### src/rtl/openhmc_axis_protocol_monitor.sv
`default_nettype none
// ============================================================================
// Module   : openhmc_axis_protocol_monitor
// Purpose  : Passive AXI4-Stream rule checker for NUM_CH channels. Detects
//            TVALID withdrawn before handshake, TDATA/TUSER altered while a
//            beat is stalled, and (optionally) over-long stalls. Events are
//            latched into sticky per-channel flags, summed into a saturating
//            violation counter, and reduced to a maskable interrupt.
//            Accepted beats are counted per channel.
// Ports    : clk_hmc, res_hmc (sync, active-high)
//            mon_TVALID/TREADY [NUM_CH], mon_TDATA [NUM_CH*DWIDTH],
//            mon_TUSER [NUM_CH*NUM_DATA_BYTES], clear_errors, irq_mask[4]
//            err_flags [NUM_CH*4] {STALL_TIMEOUT,USER_CHANGE,DATA_CHANGE,
//            VALID_DROP}, err_count [ERR_CNT_WIDTH], beat_count [NUM_CH*32],
//            irq
// Config   : define OPENHMC_AXIS_MON_TIMEOUT_EN to build the stall counters
//            and STALL_TIMEOUT detection; otherwise flag bit3 is tied 0.
// Revision : 1.0 - initial release
// ============================================================================
module openhmc_axis_protocol_monitor #(
    parameter int NUM_CH            = 2,
    parameter int DWIDTH            = 512,
    parameter int NUM_DATA_BYTES    = 64,
    parameter int STALL_TIMEOUT_LOG = 10,
    parameter int ERR_CNT_WIDTH     = 16
) (
    input  logic                             clk_hmc,
    input  logic                             res_hmc,
    input  logic [NUM_CH-1:0]                mon_TVALID,
    input  logic [NUM_CH-1:0]                mon_TREADY,
    input  logic [NUM_CH*DWIDTH-1:0]         mon_TDATA,
    input  logic [NUM_CH*NUM_DATA_BYTES-1:0] mon_TUSER,
    input  logic                             clear_errors,
    input  logic [3:0]                       irq_mask,
    output logic [NUM_CH*4-1:0]              err_flags,
    output logic [ERR_CNT_WIDTH-1:0]         err_count,
    output logic [NUM_CH*32-1:0]             beat_count,
    output logic                             irq
);

    localparam logic [0:0] C_IDLE    = 1'b0;
    localparam logic [0:0] C_PENDING = 1'b1;
    localparam int         NUM_EV    = NUM_CH * 4;
    // Seven spare bits hold any per-cycle popcount (at most 32) without overflow.
    localparam int         SUM_W     = ERR_CNT_WIDTH + 7;
    localparam logic [SUM_W-1:0] C_CNT_MAX = {{7{1'b0}}, {ERR_CNT_WIDTH{1'b1}}};

    logic [NUM_EV-1:0]        w_events;
    logic [NUM_EV-1:0]        err_flags_q, err_flags_d;
    logic [ERR_CNT_WIDTH-1:0] err_count_q, err_count_d;

    generate
        for (genvar c = 0; c < NUM_CH; c++) begin : g_ch
            logic                      w_valid;
            logic                      w_ready;
            logic [DWIDTH-1:0]         w_data;
            logic [NUM_DATA_BYTES-1:0] w_user;
            logic [0:0]                state_q, state_d;
            logic [DWIDTH-1:0]         snap_data_q, snap_data_d;
            logic [NUM_DATA_BYTES-1:0] snap_user_q, snap_user_d;
            logic [31:0]               beat_q, beat_d;
            logic                      w_drop, w_dchg, w_uchg, w_tmo;

            assign w_valid = mon_TVALID[c];
            assign w_ready = mon_TREADY[c];
            assign w_data  = mon_TDATA[c*DWIDTH +: DWIDTH];
            assign w_user  = mon_TUSER[c*NUM_DATA_BYTES +: NUM_DATA_BYTES];

            always_comb begin
                state_d     = state_q;
                snap_data_d = snap_data_q;
                snap_user_d = snap_user_q;
                w_drop      = 1'b0;
                w_dchg      = 1'b0;
                w_uchg      = 1'b0;
                beat_d      = beat_q + ((w_valid && w_ready) ? 32'd1 : 32'd0);
                if (state_q == C_IDLE) begin
                    // Only a stalled beat is tracked; an immediate handshake stays IDLE.
                    if (w_valid && !w_ready) begin
                        state_d     = C_PENDING;
                        snap_data_d = w_data;
                        snap_user_d = w_user;
                    end
                end else begin
                    if (!w_valid) begin
                        w_drop  = 1'b1;
                        state_d = C_IDLE;
                    end else begin
                        // Payload must still match on the accepting cycle.
                        w_dchg = (w_data != snap_data_q);
                        w_uchg = (w_user != snap_user_q);
                        if (w_ready) begin
                            state_d = C_IDLE;
                        end
                    end
                end
            end

            always_ff @(posedge clk_hmc) begin
                if (res_hmc) begin
                    state_q     <= C_IDLE;
                    snap_data_q <= '0;
                    snap_user_q <= '0;
                    beat_q      <= '0;
                end else begin
                    state_q     <= state_d;
                    snap_data_q <= snap_data_d;
                    snap_user_q <= snap_user_d;
                    beat_q      <= beat_d;
                end
            end

`ifdef OPENHMC_AXIS_MON_TIMEOUT_EN
            localparam logic [STALL_TIMEOUT_LOG-1:0] C_STALL_MAX  = '1;
            localparam logic [STALL_TIMEOUT_LOG-1:0] C_STALL_TRIG = C_STALL_MAX - 1'b1;

            // stall_q holds the number of PENDING cycles already completed.
            logic [STALL_TIMEOUT_LOG-1:0] stall_q, stall_d;

            always_comb begin
                stall_d = '0;
                if ((state_q == C_PENDING) && (state_d == C_PENDING)) begin
                    stall_d = (stall_q == C_STALL_MAX) ? stall_q : stall_q + 1'b1;
                end
            end

            always_ff @(posedge clk_hmc) begin
                if (res_hmc) begin
                    stall_q <= '0;
                end else begin
                    stall_q <= stall_d;
                end
            end

            // The counter saturates at MAX, so it passes TRIG only once per stall.
            assign w_tmo = (state_q == C_PENDING) && (stall_q == C_STALL_TRIG);
`else
            assign w_tmo = 1'b0;
`endif

            assign w_events[c*4 +: 4]     = {w_tmo, w_uchg, w_dchg, w_drop};
            assign beat_count[c*32 +: 32] = beat_q;
        end
    endgenerate

    logic [6:0]       w_pop;
    logic [SUM_W-1:0] w_base;
    logic [SUM_W-1:0] w_sum;

    always_comb begin
        w_pop = '0;
        for (int i = 0; i < NUM_EV; i++) begin
            w_pop = w_pop + {6'd0, w_events[i]};
        end
        // A clear coinciding with new events keeps exactly those events.
        w_base      = clear_errors ? '0 : {7'd0, err_count_q};
        w_sum       = w_base + {{ERR_CNT_WIDTH{1'b0}}, w_pop};
        err_count_d = (w_sum > C_CNT_MAX) ? {ERR_CNT_WIDTH{1'b1}} : w_sum[ERR_CNT_WIDTH-1:0];
        err_flags_d = clear_errors ? w_events : (err_flags_q | w_events);
    end

    always_ff @(posedge clk_hmc) begin
        if (res_hmc) begin
            err_flags_q <= '0;
            err_count_q <= '0;
        end else begin
            err_flags_q <= err_flags_d;
            err_count_q <= err_count_d;
        end
    end

    assign err_flags = err_flags_q;
    assign err_count = err_count_q;
    assign irq       = |(err_flags_q & {NUM_CH{irq_mask}});

endmodule
`default_nettype wire

### config.mk
export PLATFORM = sky130hd
export DESIGN_NAME = openhmc_axis_protocol_monitor
export DESIGN_NICKNAME = d
export VERILOG_FILES = /design/src/rtl/openhmc_axis_protocol_monitor.sv
export SDC_FILE = /design/constraint.sdc
export NUM_CORES = 2
export LEC_CHECK = 0
export ABC_AREA = 1
export CORE_AREA = 2 2 493 495
export CTS_BUF_LIST = sky130_fd_sc_hd__clkbuf_4
export DETAILED_ROUTE_END_ITERATION = 16
export DIE_AREA = 0 0 495 497
export PLACE_DENSITY_LB_ADDON = 0.1
export SYNTH_ARGS = -nofsm -noshare
export SYNTH_HDL_FRONTEND = slang
export SYNTH_SLANG_ARGS = --single-unit
### constraint.sdc
create_clock -name clk_hmc -period 4.1 [get_ports clk_hmc]
set_input_delay 0.41 -clock clk_hmc [delete_from_list [all_inputs] [get_ports clk_hmc]]
set_output_delay 0.41 -clock clk_hmc [all_outputs]
set_load 0.02 [all_outputs]
==> load_flow_metrics.sql <==
INSERT INTO impl_metrics (metric_group, metric, value, unit) VALUES
('grt', 'pin_count_of_the_biggest_net_entering_global_routing', '209', ''),
('clocking', 'cts_tree', 'built', ''),
('clocking', 'max-clock-path-buffers', '4', ''),
('grt', 'grt_first_pass_wirelength', '401', 'mm'),
('floorplan', 'rows', '180', ''),
('placed_design', 'gpl_wtd_cong', '0.864', ''),
('synth', 'synth_seq_area_share', '41.1', '%'),
('sta', 'final.setup.worst_slack', '-0.691', 'ns'),
('synth', 'synth_top_area_share', '41.1', '%'),
('grt', 'overflow', '0', ''),
('critical_path', 'worstPathMaxFanout', '3', ''),
('detailed_routing', 'via_count', '65800', ''),
('critical_path', 'cp-start-kind', 'register', ''),
('floorplan', 'floorplan.core_area', '240000', 'sq um'),
('critical_path', 'worstSetupStartpoint', 'g_ch[0].snap_data_q[35]$_SDFFE_PP0P_', ''),
('synth', 'syn_std_cell_area', '60400', 'sq um'),
('detailed_routing', 'first_pass_iters', '6', ''),
('synth', 'netlist-cell-type-count', '40', ''),
('placed_design', 'io_buffer_count', '1248', ''),
('clocking', 'insertion_delay', '1.41', 'ns'),
('clocking', 'cts_num_sinks', '1240', ''),
('power_and_ir_drop', 'ir_worst_vdd', '0.000190', 'V'),
('placed_design', 'worst_slack_at_placement', '-1.95', 'ns'),
('sta', 'slew_violations', '0', ''),
('critical_path', 'r2r-start', 'g_ch[0].snap_data_q[35]$_SDFFE_PP0P_', ''),
('power_and_ir_drop', 'power.leakage', '34.7', 'nW'),
('floorplan', 'dieArea', '246000', 'sq um'),
('synth', 'synthesis.instances', '8328', ''),
('clocking', 'ctsRootBufferMaster', 'clkbuf_4', ''),
('sta', 'report.final.hold_viol_count', '0', ''),
('placed_design', 'postPlaceCellArea', '76900', 'sq um'),
('power_and_ir_drop', 'p_per_area', '323', 'nW/um^2'),
('sta', 'timing.fmax', '209', 'MHz'),
('worst_hold_path', 'hold_path.class', 'in2reg', ''),
('detailed_routing', 'ant_nets', '0', ''),
('synth', 'synth_edf_count', '0', ''),
('clocking', 'clk_pin_slew', '0.06', 'ns'),
('grt', 'global_route_usage_sum', '21.1', '%'),
('grt', 'number_of_global_route_vias_before_repair', '65300', ''),
('synth', 'postSynthAreaPerCell', '7.25', 'sq um'),
('floorplan', 'vert_die_dim', '497', 'um'),
('run', 'maxCapViolCount', '0', ''),
('detailed_routing', 'vias_per_cell', '4.49', ''),
('critical_path', 'setup.worst_path.end', 'err_count[14]$_SDFF_PP0_', ''),
('critical_path', 'reg2reg_setup_slack', '-0.69', 'ns'),
('floorplan', 'die-width', '495', 'um'),
('layout', 'finish.instance_area', '96500', 'sq um'),
('sta', 'fin_skew', '0.120', 'ns'),
('critical_path', 'r2r_end', 'err_count[14]$_SDFF_PP0_', ''),
('critical_path', 'cp.arrival', '5.94', 'ns'),
('detailed_routing', 'drt_iter0_drc', '3633', ''),
('synth', 'synth-seq-cells', '1240', ''),
('synth', 'synth-warning-count', '0', ''),
('sta', 'period_share', '117', '%'),
('critical_path', 'setup.worst_path.class', 'reg2reg', ''),
('critical_path', 'worst-r2r-cell-count', '29', ''),
('sta', 'unrepaired_setup_endpoints_after_global_routing', 'true', ''),
('detailed_routing', 'wire_per_inst', '18.5', 'um'),
('layout', 'final_core_util', '40.2', '%'),
('synth', 'most_area_hungry_cell_type_in_the_yosys_netlist', 'dfxtp_1', ''),
('run_status', 'status', 'complete, but fails checks', ''),
('sta', 'finalCriticalPeriod', '4.79', 'ns'),
('synth', 'ys_top_cells_by_area', 'dfxtp_1 (41%), xnor2_1 (14%), nand2_1 (13%), a21oi_1 (10%), nand3_1 (8.7%)', ''),
('critical_path', 'critical_path_required', '5.25', 'ns'),
('layout', 'areaGrowthSynthToFinish', '59.7', '%'),
('floorplan', 'initial_core_util', '25.2', '%'),
('synth', 'synthFlopType', 'dfxtp_1', ''),
('sta', 'report.final.setup_viol', '16', ''),
('sta', 'max_slew_margin', '17.7', '%'),
('placed_design', 'hpwl_dp', '188', 'mm'),
('detailed_routing', 'routed_wirelength', '272', 'mm'),
('sta', 'tightestPinTransition', '1.23', 'ns'),
('synth', 'synth_async_sr_flop_share', '0', '%'),
('clocking', 'cts-buffers-inserted', '406', ''),
('run_status', 'failed_checks', 'setup timing', ''),
('layout', 'nets', '12300', ''),
('critical_path', 'crit_path_end_kind', 'register', ''),
('detailed_routing', 'drcViolationCount', '0', ''),
('clocking', 'clock_tree.htree_level_count', '5', ''),
('critical_path', 'critical-path-slowest-cell', 'fa_1', ''),
('critical_path', 'critical_path.max_stage_delay', '0.47', 'ns'),
('layout', 'drive_above_1_share', '8.95', '%'),
('floorplan', 'top_level_ports', '1252', ''),
('grt', 'antenna_found_initial', '224', '');
==> layout make-up <==
class                      count  area (sq um)
sequential                  1240         24900
clock inverter                61           259
tap                         3185          3990
multi-input combinational   6201         32700
timing repair buffer        2858         28600
clock buffer                 575          4320
antenna                      153           383
fill                       25000        144000
inverter                     382          1460
==> metrics by stage <==
stage | total power [mW] | cells | setup TNS [ns] | hold slack [ns]
finish | 31.2 | 14700 | -9.74 | 0.234
floorplan | 15.6 | 8329 | 0 | 0.442
detailed placement | 17.9 | 12500 | -30.01 | 0.460
global placement | 17.9 | 12500 | -30.91 | 0.450
global route | 33.0 | 14600 | -13.19 | 0.0201
CTS | 31.8 | 14500 | -10.87 | 0.00000799
==> where the power goes <==
group / total (mW) / internal, mW / switching [mW] / leakage (nW)
Clock: 12.3 / 6.31 / 5.95 / 2.77
Sequential: 13.0 / 12.6 / 0.345 / 10.1
Combinational: 5.94 / 3.24 / 2.70 / 21.8
==> flip-flops by register name (all words and copies together) (netlist names) <==
name,cells
err_count,16
err_flags,6
g_ch.beat_q,64
g_ch.snap_data_q,1024
g_ch.snap_user_q,128
g_ch.state_q,2
==> metal layers <==
metal,routed length [um],GRT usage [%]
met4,8120,7.22
met1,113000,25.0
met3,19800,6.73
met5,702,0
met2,130000,35.6
==> timing repair <==
item,in CTS,in global routing
resized for setup,65,89
hold endpoints to repair,1207,0
endpoints found under the setup margin,16,16
hold buffers,1410,0
buffers inserted,4,1
pin swaps,42,57
==> kinds of logic after synthesis <==
kind of cell    synth area share [%]
other cells                  0.00621
fa+ha+maj                      0.278
xor+xnor                        14.7
buf+inv                         5.83
compound gates                  11.8
simple gates                    26.3
flops                           41.1
==> Yosys cell counts (all sizes together), types with 28 or more instances <==
library cell,n
xor2,28
nand2,2172
buf,142
inv,381
clkbuf,364
nor2,427
a21oi,1209
nand3,1051
nand4,30
o21ai,186
xnor2,985
nor3,35
or2,30
dfxtp,1240
==> critical path, delay by kind of cell (launching register included) <==
kind	cells	cell delay [ns]
buf+inv	6	0.48
fa+ha+maj	4	1.45
xor+xnor	1	0.15
flops	1	0.32
compound gates	2	0.23
simple gates	16	1.88
==> how the worst min path moves through the flow <==
stage                                                  endpoint                             startpoint  slack [ns]  depth (start not counted)
after floorplan           g_ch[0].snap_data_q[151]$_SDFFE_PP0P_  g_ch[0].snap_data_q[151]$_SDFFE_PP0P_        0.44                          2
after global placement     g_ch[1].snap_user_q[19]$_SDFFE_PP0P_   g_ch[1].snap_user_q[19]$_SDFFE_PP0P_        0.45                          2
after detailed placement  g_ch[0].snap_data_q[509]$_SDFFE_PP0P_  g_ch[0].snap_data_q[509]$_SDFFE_PP0P_        0.46                          2
after CTS                 g_ch[1].snap_data_q[209]$_SDFFE_PP0P_                         mon_TDATA[721]    0.000008                          4
after global routing      g_ch[1].snap_data_q[164]$_SDFFE_PP0P_                         mon_TDATA[676]        0.02                          4
final                     g_ch[1].snap_data_q[164]$_SDFFE_PP0P_                         mon_TDATA[676]        0.23                          4
==> cell usage in the layout (no fill, tap or decap), types with 33 or more instances in the layout <==
| cell | count |
|---|---|
| clkinv_1 | 47 |
| buf_12 | 35 |
| xnor2_2 | 36 |
| o21ai_0 | 178 |
| dfxtp_1 | 1215 |
| nand2_2 | 33 |
| diode_2 | 153 |
| clkbuf_4 | 575 |
| clkdlybuf4s50_1 | 1247 |
| a21oi_1 | 1200 |
| nor2_1 | 375 |
| dlygate4sd3_1 | 1410 |
| nand3_1 | 1046 |
| buf_4 | 156 |
| nand2_1 | 2131 |
| inv_1 | 368 |
| xnor2_1 | 949 |
Power figures use the tool's default switching activity.
